File: config.mk
export PLATFORM = sky130hd
export DESIGN_NAME = commutator_lane_arbiter
export DESIGN_NICKNAME = d
export VERILOG_FILES = /design/src/rtl/commutator_lane_arbiter.sv
export SDC_FILE = /design/constraint.sdc
export NUM_CORES = 1
export LEC_CHECK = 0
export ABC_CLOCK_PERIOD_IN_PS = 5300
export CAP_MARGIN = 20
export CELL_PAD_IN_SITES_DETAIL_PLACEMENT = 0
export CELL_PAD_IN_SITES_GLOBAL_PLACEMENT = 1
export CORE_MARGIN = 1
export CORE_UTILIZATION = 45
export DETAILED_ROUTE_END_ITERATION = 8
export PLACE_DENSITY_LB_ADDON = 0.25
export SYNTH_ARGS = -nofsm -noshare
export SYNTH_HDL_FRONTEND = slang
export SYNTH_SLANG_ARGS = --single-unit
File: constraint.sdc
create_clock -name clk -period 5.3 [get_ports clk]
set_input_delay 1.06 -clock clk [delete_from_list [all_inputs] [get_ports clk]]
set_output_delay 1.06 -clock clk [all_outputs]
set_load 0.02 [all_outputs]
File: src/rtl/commutator_lane_arbiter.sv
// Round-robin lane arbiter for the 5-to-3 commutator: N_IN requesters share N_OUT lanes.
// Optional per-lane hold timeout is enabled by defining COMMUTATOR_ARB_TIMEOUT_EN.
module commutator_lane_arbiter #(
  parameter int N_IN     = 5,
  parameter int N_OUT    = 3,
  parameter int SEL_W    = 3,
  parameter int MAX_HOLD = 16
) (
  input  logic                   clk,
  input  logic                   rst_n,
  input  logic [N_IN-1:0]        req,
  output logic [N_IN-1:0]        grant,
  output logic [N_OUT*SEL_W-1:0] lane_sel,
  output logic [N_OUT-1:0]       lane_vld,
  output logic                   busy
);

  logic [N_IN-1:0]        grant_q, grant_d;
  logic [N_OUT*SEL_W-1:0] lane_sel_q, lane_sel_d;
  logic [N_OUT-1:0]       lane_vld_q, lane_vld_d;
  logic                   busy_q, busy_d;
  logic [SEL_W-1:0]       rr_ptr_q, rr_ptr_d;

  logic [N_IN-1:0]        cand_s;
  logic [N_OUT-1:0]       free_s;
  logic [N_OUT-1:0]       lane_new_s;
  logic [N_OUT-1:0]       revoke_s;
  logic [SEL_W-1:0]       revoke_ptr_s;
  logic                   any_revoke_s;
  logic                   any_grant_s;
  logic                   found_s;

`ifdef COMMUTATOR_ARB_TIMEOUT_EN
  localparam int HOLD_W = (MAX_HOLD < 2) ? 1 : $clog2(MAX_HOLD + 1);
  logic [N_OUT-1:0][HOLD_W-1:0] hold_q, hold_d;

  // Revoke a lane that reached its hold limit while someone else is waiting.
  always_comb begin
    revoke_s = '0;
    for (int k = 0; k < N_OUT; k++) begin
      if (lane_vld_q[k] && (hold_q[k] == HOLD_W'(MAX_HOLD - 1)) && (|cand_s)) begin
        revoke_s[k] = 1'b1;
      end else begin
        revoke_s[k] = 1'b0;
      end
    end
  end

  // Hold counters restart on a new grant and saturate while the lane stays owned.
  always_comb begin
    hold_d = hold_q;
    for (int k = 0; k < N_OUT; k++) begin
      if (lane_new_s[k]) begin
        hold_d[k] = '0;
      end else if (lane_vld_q[k] && (hold_q[k] != {HOLD_W{1'b1}})) begin
        hold_d[k] = hold_q[k] + HOLD_W'(1);
      end else begin
        hold_d[k] = hold_q[k];
      end
    end
  end

  // Hold counter registers.
  always_ff @(posedge clk or negedge rst_n) begin
    if (!rst_n) begin
      hold_q <= '0;
    end else begin
      hold_q <= hold_d;
    end
  end
`else
  // Without the timeout, lanes are only ever released by their owner.
  always_comb begin
    revoke_s = '0;
  end
`endif

  // Release and allocation evaluated on pre-edge state; released lanes stay free for one cycle.
  always_comb begin
    grant_d      = grant_q;
    lane_vld_d   = lane_vld_q;
    lane_sel_d   = lane_sel_q;
    rr_ptr_d     = rr_ptr_q;
    cand_s       = req & ~grant_q;
    free_s       = ~lane_vld_q;
    lane_new_s   = '0;
    revoke_ptr_s = rr_ptr_q;
    any_revoke_s = 1'b0;
    any_grant_s  = 1'b0;
    found_s      = 1'b0;

    for (int k = 0; k < N_OUT; k++) begin
      for (int j = 0; j < N_IN; j++) begin
        if (lane_vld_q[k] && (lane_sel_q[k*SEL_W +: SEL_W] == SEL_W'(j)) &&
            (!req[j] || revoke_s[k])) begin
          lane_vld_d[k] = 1'b0;
          grant_d[j]    = 1'b0;
          if (revoke_s[k]) begin
            any_revoke_s = 1'b1;
            revoke_ptr_s = (j == N_IN - 1) ? '0 : SEL_W'(j + 1);
          end else begin
            any_revoke_s = any_revoke_s;
          end
        end else begin
          lane_vld_d[k] = lane_vld_d[k];
        end
      end
    end

    // Pass 0 scans rr_ptr..N_IN-1, pass 1 wraps around to 0..rr_ptr-1.
    for (int pass = 0; pass < 2; pass++) begin
      for (int j = 0; j < N_IN; j++) begin
        if (((pass == 0) == (SEL_W'(j) >= rr_ptr_q)) && cand_s[j]) begin
          found_s = 1'b0;
          for (int k = 0; k < N_OUT; k++) begin
            if (!found_s && free_s[k]) begin
              found_s                       = 1'b1;
              free_s[k]                     = 1'b0;
              lane_new_s[k]                 = 1'b1;
              lane_vld_d[k]                 = 1'b1;
              lane_sel_d[k*SEL_W +: SEL_W]  = SEL_W'(j);
              grant_d[j]                    = 1'b1;
              any_grant_s                   = 1'b1;
              rr_ptr_d                      = (j == N_IN - 1) ? '0 : SEL_W'(j + 1);
            end else begin
              found_s = found_s;
            end
          end
        end else begin
          found_s = found_s;
        end
      end
    end

    if (!any_grant_s && any_revoke_s) begin
      rr_ptr_d = revoke_ptr_s;
    end else begin
      rr_ptr_d = rr_ptr_d;
    end

    busy_d = &lane_vld_d;
  end

  // Arbitration state and registered outputs.
  always_ff @(posedge clk or negedge rst_n) begin
    if (!rst_n) begin
      grant_q    <= '0;
      lane_sel_q <= '0;
      lane_vld_q <= '0;
      busy_q     <= 1'b0;
      rr_ptr_q   <= '0;
    end else begin
      grant_q    <= grant_d;
      lane_sel_q <= lane_sel_d;
      lane_vld_q <= lane_vld_d;
      busy_q     <= busy_d;
      rr_ptr_q   <= rr_ptr_d;
    end
  end

  assign grant    = grant_q;
  assign lane_sel = lane_sel_q;
  assign lane_vld = lane_vld_q;
  assign busy     = busy_q;

endmodule
Word level (Yosys, flattened, before mapping)
Index checks and enable logic that the tools add are counted.
{ "totals": {"ff_bits": 21, "latchBits": 0, "mem_bits_rw": 0, "rom_bits": 0, "inputBits": 7, "mem_count": 0} }
{ "classes": {"n_addsub": 0, "mul": 0, "n_div": 0, "magnitude_cmp": 5, "eq_ne": 12, "shift": 0, "muxes": 257, "bitwise": 8, "n_reduce_logical": 89} }
{ "ops": {"columns": ["op", "n"], "rows": [
  ["2-to-1 mux 3 bit", 89],
  ["2-to-1 mux 1 bit", 158],
  ["2-to-1 mux 9 bit", 10],
  ["logical AND 1 bit", 60],
  ["zero test 1 bit", 25],
  ["equality test 3 x 2 -> 1 bit, second input constant", 6],
  ["equality test 3 x 1 -> 1 bit, second input constant", 3],
  ["equality test 3 bit, second input constant", 3],
  ["zero test 3 bit", 3],
  ["greater-or-equal comparator 1 x 3 -> 1 bit, first input constant", 2],
  ["greater-or-equal comparator 2 x 3 -> 1 bit, first input constant", 2],
  ["AND 5 bit", 1],
  ["NOT 1 bit", 5],
  ["NOT 5 bit", 1],
  ["greater-or-equal comparator 3 bit, first input constant", 1],
  ["NOT 3 bit", 1],
  ["AND reduction 3 bit", 1]
]} }

Longest topological paths before layout
Gate-level depths: netlist of run 1.
{ "logic_depth": {"depth_word": 103, "mapped_depth": 13, "depth_no_buf": 9} }

Worst setup path after synthesis of run 1
OpenSTA, ideal clock, no wires.
{ "synth_timing": {"path_type": "input to register", "from": "input req[0]", "to": "register grant_q[4] (netlist: grant[4])", "t_arrival_ns": 3.115, "path_slack_ns": 2.059, "path_stages": 11, "path_cell_list": "or3b_1 o21ai_4 buf_8 o22ai_1 o211ai_2 or3_1 buf_6 a211o_1 a21oi_1 o311a_1 a311o_1"} }
{ "synth_between": {"elab_chain_len": 37} }
{ "synth_lines": {"columns": ["element", "line", "source"], "rows": [
  ["start: declaration", "11", "input logic [N_IN-1:0] req,"],
  ["AND 5 bit *", "84", "cand_s = req & ~grant_q;"],
  ["logical AND 1 bit", "113", "if (((pass == 0) == (SEL_W'(j) >= rr_ptr_q)) && cand_s[j]) begin"],
  ["2-to-1 mux 3 bit", "113", null],
  ["2-to-1 mux 1 bit", "116", "if (!found_s && free_s[k]) begin"],
  ["2-to-1 mux 1 bit", "113", null],
  ["zero test 1 bit", "116", null],
  ["logical AND 1 bit", "116", null],
  ["2-to-1 mux 1 bit", "116", null],
  ["[22 not listed]", null, null],
  ["logical AND 1 bit, or another cell as far along", "116", null],
  ["2-to-1 mux 1 bit or logical AND 1 bit (tied branches)", "116", null],
  ["2-to-1 mux 1 bit (on tied branches)", "113, 116", null],
  ["zero test 1 bit or 2-to-1 mux 3 bit (tied branches)", "116, 113", null],
  ["logical AND 1 bit", "116", null],
  ["2-to-1 mux 1 bit", "116", null],
  ["2-to-1 mux 1 bit *", "113", null],
  ["via grant_d[4]", "18", "logic [N_IN-1:0] grant_q, grant_d;"],
  ["end signal: assignment", "153", "grant_q <= grant_d;"],
  ["end: declaration", "18", null]
]} }
Mark *: on every way through the listed nets, which the timed path passes. The rest lies on a longest branch. The select of a mux whose other input is x is not followed.

Worst setup path after layout of run 1
Same ends and word-level chain as after synthesis.

==> summary.md, run 1 <==
| Metric | Value |
|---|---|
| Status | complete, no violations |
| Antenna violations before repair | 0 |
| Mapped Area | 2570 µm² |
| Clock Root Buffer | clkbuf_8 |
| Drt initial violations | 271 |
| Crit path kind | primary input to flop |
| Area of the multi-input gates | 1860 µm² |
| Achievable Freq | 242 MHz |
| TNS Setup | 0 ns |
| Critical Path RT | 5.45 ns |
| FF/Latch Area | 526 µm² |
| Area grow syn2layout | 10.8% |
| Pwr dens | 697 nW/µm² |
| Max Cap Viol | 0 |
| Core Rows | 27 |
| DP Cell Count | 435 |
| Io pins | 25 |
| Worst-margin pin slew | 0.770 ns |
| CTS tree | yes |
| Placed Area | 2770 µm² |
| Share of layout cells above drive strength 1 | 8.15% |
| GP Congestion | 0.968 |
| Vias | 2,929 |
| Inserted Clock Buffers | 3 |
| Global-route wire length before repair | 14,000 µm |
| Cells after Synth | 359 |
| Number of nets in the layout | 376 |
| Final Hold Viols | 0 |
| Tcrit/Tclk final | 77.9% |
| Chip height | 77.6 µm |
| Max IR drop VDD | 0.439 mV |
| DR WL/cell | 20.0 µm |
| Drt pass-1 iters | 7 |
| Largest net degree at the start of global routing | 32 |
| Synth warn | 0 |
| Post-synth EDFFs | 0 |
| Final instance area | 2850 µm² |
| Die X | 77.6 µm |
| Register bit count reported by yosys | 21 |
| Ys flop type | dfrtp_1 |
| Setup repair after global routing missed its margin | false |
| CP max stage cell | clkdlybuf4s50_1 |
| Crit path buf inv count | 2 |
| Worst setup EP type | flop |
| Final Max Slew Viols | 0 |
| CP Launch Type | primary input |
| Drt drc | 0 |
| GRT Total Usage | 29.8% |
| Gr ovfl total | 0 |
| Routed WL | 8780 µm |
| Postcts setup bufs | 0 |
| Post-synthesis sequential area ratio | 20.4% |
| Initial Util | 46.7% |
| Core area | 5510 µm² |
| Synthesized area per cell | 7.16 µm² |
| Post-Layout Cell Count | 440 |
| Vias in the first global route | 2,540 |
| Post-cts resize count | 0 |
| Worst hold path class | flop to flop |
| Slowest stage delay, CP | 0.60 ns |
| DP HPWL | 6600 µm |
| Pleak | 1.04 nW |
| Hold Crit Depth | 1 |
| Clock Latency Late Sink | 0.27 ns |
| DR vias/cell | 6.66 |
| CTS Sinks | 21 |
| Max Fanout on Critical Path | 11 |
| Filler cell count | 563 |
| Final ANT Viol Nets | 0 |
| Post-synthesis async set-or-reset flop share | 100% |
| Max clock buf depth | 2 |
| Synth unique cells | 76 |
| Max Clock Skew | 0.00727 ns |
| CTS Hold Bufs | 0 |
| R2R cell count | 10 |
| Top Family by Delay on Critical Path | compound AO/OA/AOI/OAI gates |
| Syn_nets | 366 |
| Die ar. | 6020 µm² |
| Ant. Diodes | 0 |
| WP data arrival | 4.28 ns |
| WP depth | 11 |
| Critical path cell sequence | clkdlybuf4s50_1 -> or3b_1 -> a211oi_2 -> o22ai_1 -> o211ai_2 -> buf_4 -> or3_1 -> a211o_1 -> a21oi_1 -> o311a_1 -> a311o_1 |
| CTS H-tree lvls | 1 |
| Fin crit period | 4.13 ns |
| Worst-path clk slew | 0.09 ns |
| IO Port Bufs | 24 |
| Setup violators final | 0 |
| Worst slew margin | 48.5% |
[state kept, by name, indices dropped and copies added, names as in the netlist]
signal and flops:
lane_sel 9, grant 5, lane_vld 3, rr_ptr_q 3
busy 1
[path summary, 6_finish.rpt]
| check | start | endpoint | slack [ns] |
|---|---|---|---|
| worst max-delay path | req[0] | grant[4]$_DFF_PN0_ | 1.17 |
| worst min-delay path | lane_sel[0]$_DFF_PN0_ | lane_sel[0]$_DFF_PN0_ | 0.57 |
| worst max register to register | rr_ptr_q[2]$_DFF_PN0_ | grant[4]$_DFF_PN0_ | 1.93 |
| worst min register to register | lane_sel[0]$_DFF_PN0_ | lane_sel[0]$_DFF_PN0_ | 0.57 |
| max in group asynchronous | rst_n | lane_sel[7]$_DFF_PN0_ | 3.92 |
| min in group asynchronous | rst_n | grant[1]$_DFF_PN0_ | 1.00 |
[cells in the final DEF (no fill, tap or decap), types with 3 or more instances in the layout]
| cell type | n |
|---|---|
| clkbuf_8 | 3 |
| nor3_1 | 10 |
| a211o_1 | 4 |
| nand2b_1 | 5 |
| dfrtp_1 | 21 |
| nand2_1 | 38 |
| a31oi_1 | 10 |
| o21ai_0 | 29 |
| nand3b_1 | 3 |
| nand3_1 | 14 |
| xnor2_1 | 4 |
| o21ai_1 | 6 |
| o21a_1 | 3 |
| or3_1 | 4 |
| clkdlybuf4s50_1 | 24 |
| nor4_1 | 4 |
| buf_4 | 4 |
| o22ai_1 | 6 |
| nor2b_1 | 8 |
| nor2_1 | 50 |
| a22o_1 | 3 |
| and2_1 | 4 |
| nor3b_1 | 3 |
| inv_1 | 7 |
| o221ai_1 | 3 |
| o211ai_1 | 4 |
| a32oi_1 | 3 |
| a21oi_1 | 32 |
| a211oi_1 | 4 |
| maj3_1 | 4 |
[cell type report]
class	instances	area share (%)
repair buffers	29	10.5
well taps	72	3.16
flip-flops and latches	21	18.4
clock inverters	1	0.264
inverters	7	0.922
multi-input cells	307	65.3
clock buffers	3	1.45
[synth_stat cells (3+ instances only)]
master | count | area, µm²
a211o_1 | 4 | 35.0
a211oi_1 | 4 | 30.0
a21oi_1 | 32 | 160
a22o_1 | 3 | 26.3
a31oi_1 | 10 | 62.6
a32oi_1 | 3 | 26.3
and2_1 | 4 | 25.0
buf_2 | 3 | 15.0
buf_6 | 4 | 45.0
clkbuf_1 | 11 | 41.3
dfrtp_1 | 21 | 526
inv_1 | 7 | 26.3
maj3_1 | 4 | 40.0
nand2_1 | 38 | 143
nand2b_1 | 5 | 31.3
nand3_1 | 14 | 70.1
nand3b_1 | 3 | 22.5
nor2_1 | 50 | 188
nor2b_1 | 8 | 50.1
nor3_1 | 10 | 50.1
nor3b_1 | 3 | 22.5
nor4_1 | 4 | 25.0
o211ai_1 | 4 | 30.0
o21a_1 | 3 | 22.5
o21ai_0 | 29 | 145
o21ai_1 | 6 | 30.0
o221ai_1 | 3 | 26.3
o22ai_1 | 6 | 37.5
or3_1 | 4 | 25.0
xnor2_1 | 4 | 35.0
[worst reg2reg max path, stage by stage (launching register included)]
cell and delay (ns):
dfrtp_1 0.59, or4b_4 0.68, nor2_1 0.33, o21ai_1 0.16, o211ai_2 0.09, buf_4 0.21
or3_1 0.32, a211o_1 0.18, a21oi_1 0.07, o311a_1 0.36, a311o_1 0.27
[metal layers]
| layer | routed length (µm) | up-vias | GRT usage, % |
|---|---|---|---|
| met5 | 0 | - | 0 |
| met3 | 730 | 21 | 3.53 |
| met1 | 3850 | 1375 | 43.5 |
| met4 | 261 | 0 | 9.25 |
| met2 | 3940 | 180 | 45.5 |
| li1 | - | 1353 | - |
[metrics by stage]
step,utilization [%],hold slack [ns],total power [W],setup slack (ns)
global placement,50.4,0.552,0.00183,1.02
CTS,51.2,0.565,0.00195,1.23
floorplan,-,0.629,0.00149,2.06
detailed placement,50.4,0.545,0.00183,0.953
finish,51.7,0.570,0.00199,1.17
global route,51.7,0.601,0.00215,1.03
[report_power, final]
group          internal (W)  switching (W)
Combinational      0.000563       0.000913
Sequential         0.000231       0.000166
Clock             0.0000532      0.0000592
[logic make-up (layout without fill, tap and decap cells)]
logic type      Yosys count  in the layout  share of synthesized area (%)
fa+ha+maj                 4              4                           1.56
buf+inv                  31             40                           7.20
xor+xnor                  5              5                           1.70
simple gates            163            163                           33.0
mux                       2              2                          0.779
compound gates          133            133                           35.3
flops                    21             21                           20.4
No activity file was read; power rests on OpenSTA's default activity.
==> inputs of run 2 (changes only) <==
ABC_CLOCK_PERIOD_IN_PS = 3800   (was 5300)
CORE_UTILIZATION = 42   (was 45)
clock period = 3.8 ns   (was 5.3 ns; I/O delays follow)
==> run 2 against run 1 <==
  * The run now ends with DRC left
  * Largest power group unchanged
  * Die area grew 6.9%
  * Highest routed layer unchanged
  * Cell count grew 6.4%
  * Setup slack lost 0.83 ns
  * Clock power grew 46%
==> summary.md, run 2 (synthesized netlist as in run 1, its figures left out) <==
| Metric | Value |
|---|---|
| Status | complete, but fails checks |
| Violated checks | DRC |
| Worst hold path class | flop to flop |
| Placed Area | 2960 µm² (+6.9%) |
| CTS tree | yes |
| Drt drc | 1 (+1) |
| Crit path kind | primary input to flop |
| Gr ovfl total | 0 (unchanged) |
| Vias | 2,998 (+2.4%) |
| Worst-path clk slew | 0.09 ns (about the same) |
| Setup repair after global routing missed its margin | false |
| Max Fanout on Critical Path | 7 (-4) |
| Max Cap Viol | 0 (unchanged) |
| Worst setup EP type | flop |
| Tcrit/Tclk final | 91.0% |
| Most common cell after layout, fill and taps aside | nor2_1 |
| Setup violators final | 0 (unchanged) |
| Comb pwr share | 75.5% (+1.2 points) |
| Drt pass-1 iters | 7 (unchanged) |
| Number of nets in the layout | 401 (+6.6%) |
| Initial Util | 43.4% (-3.3 points) |
| Hold slack final | 0.578 ns (+0.00797 ns) |
| GP Congestion | 0.973 (+0.52%) |
| Max reg flops | 9 (unchanged) |
| Die ar. | 6440 µm² (+6.9%) |
| Fin crit period | 3.46 ns |
| Chip height | 80.2 µm (+3.4%) |
| TNS Setup | 0 ns (unchanged) |
| Drt initial violations | 424 (+56%) |
| Share of layout cells above drive strength 1 | 14.0% (+5.8 points) |
| Final ANT Viol Nets | 0 (unchanged) |
| Final instance area | 3040 µm² (+6.7%) |
| DP HPWL | 7220 µm (+9.4%) |
| GRT Total Usage | 30.7% (+0.85 points) |
| Ant. Diodes | 0 (unchanged) |
| Clock power share | 5.5% (-0.2 points) |
| WP data arrival | 3.59 ns (-0.69 ns) |
| Global-route wire length before repair | 14,800 µm (+5.7%) |
| Pwr dens | 968 nW/µm² (+39%) |
| Area grow syn2layout | 18.2% |
| DR WL/cell | 20.0 µm (about the same) |
| IO Port Bufs | 24 (unchanged) |
| CTS Hold Bufs | 0 (unchanged) |
| Critical Path RT | 3.93 ns (-1.52 ns) |
| Core Rows | 28 (+3.7%) |
| Final Hold Viols | 0 (unchanged) |
| Post-cts resize count | 0 (unchanged) |
| Pleak | 1.16 nW (+12%) |
| Max IR drop VDD | 0.417 mV (-5.0%) |
| Worst slew margin | 56.6% (+8.1 points) |
| Clock Latency Late Sink | 0.27 ns (about the same) |
| Routed WL | 9340 µm (+6.4%) |
| Switching Share | 56.1% (-1.3 points) |
| CTS Sinks | 21 (unchanged) |
| Max clock buf depth | 2 (unchanged) |
| Post-layout util | 51.4% (-0.39 points) |
| Antenna violations before repair | 0 (unchanged) |
| Postcts setup bufs | 0 (unchanged) |
| Io pins | 25 (unchanged) |
| Most frequent cells in the layout | nor2_1, nand2_1, a21oi_1, o21ai_0, buf_4 |
| CP Launch Type | primary input |
| Vias in the first global route | 2,741 (+7.9%) |
| Net load switching power | 0.00165 W (+45%) |
| Core area | 5920 µm² (+7.5%) |
| Max Clock Skew | 0.00457 ns (-0.00270 ns) |
| CTS H-tree lvls | 1 (unchanged) |
| P_int | 0.00129 W (+53%) |
| Inserted Clock Buffers | 3 (unchanged) |
| Worst-margin pin slew | 0.649 ns (-0.121 ns) |
| Final Max Slew Viols | 0 (unchanged) |
| Sequential share of power | 18.9% (-1.1 points) |
| Clock Root Buffer | clkbuf_8 |
| Filler cell count | 583 (+3.6%) |
| Die X | 80.2 µm (+3.4%) |
| DR vias/cell | 6.41 (-3.8%) |
| Achievable Freq | 289 MHz |
| Largest net degree at the start of global routing | 22 (-31%) |
-- run 2: stage by stage --
stage / power [W] / worst slack, ns / cells
after global routing: 0.00317 / 0.198 / 468
after floorplan: 0.00208 / 0.859 / 359
final: 0.00294 / 0.343 / 468
after CTS: 0.00288 / 0.382 / 467
after detailed placement: 0.00271 / 0.128 / 463
after global placement: 0.00270 / 0.137 / 463
-- run 2: power by group through the flow --
stage	registers (W)	logic, W	clock network [W]
after global routing	0.000580	0.00242	0.000172
final	0.000557	0.00222	0.000163
after floorplan	0.000496	0.00158	0
after CTS	0.000549	0.00217	0.000161
after global placement	0.000555	0.00215	0
after detailed placement	0.000554	0.00215	0
-- run 2: worst paths after layout --
kind | startpoint | end | slack, ns | cells past startpoint
max | req[2] | rr_ptr_q[0]$_DFF_PN0_ | 0.34 | 11
min | lane_sel[0]$_DFF_PN0_ | lane_sel[0]$_DFF_PN0_ | 0.58 | 1
max reg2reg | rr_ptr_q[2]$_DFF_PN0_ | rr_ptr_q[0]$_DFF_PN0_ | 0.61 | 11
min reg2reg | lane_sel[0]$_DFF_PN0_ | lane_sel[0]$_DFF_PN0_ | 0.58 | 1
max in group asynchronous | rst_n | rr_ptr_q[1]$_DFF_PN0_ | 2.59 | 2
min in group asynchronous | rst_n | lane_sel[2]$_DFF_PN0_ | 0.78 | 1
-- run 2: area by class of cell --
| class | instances | area (µm²) | share of cell area, % |
|---|---|---|---|
| Timing Repair Buffer | 54 | 485 | 16.0 |
| Multi-Input combinational cell | 307 | 1860 | 61.2 |
| Tap cell | 75 | 93.8 | 3.09 |
| Sequential cell | 21 | 526 | 17.3 |
| Clock inverter | 1 | 7.51 | 0.247 |
| Clock buffer | 3 | 41.3 | 1.36 |
| Inverter | 7 | 26.3 | 0.864 |
-- run 2: critical path: stages --
cell and delay (ns):
clkdlybuf4s50_1 0.52, nor2b_1 0.21, maj3_1 0.36, a221oi_2 0.30, o211ai_2 0.15, or3_1 0.38, buf_4 0.19, o21a_1 0.10
o21ai_1 0.28, o21ai_0 0.18, a21boi_1 0.17
-- run 2: layer usage --
metal / wire length [µm] / track usage (%) / share of wire [%]
met4: 414 / 11.8 / 4.4
met5: 0 / 0 / 0
met2: 4210 / 48.1 / 45
met1: 4060 / 41.6 / 44
met3: 656 / 5.34 / 7.0
==> inputs of run 3 (changes only) <==
CTS_CLUSTER_SIZE = 40   (was default)
==> results of run 3 <==
No change in the layout: final DEF, timing and power equal those of run 2.
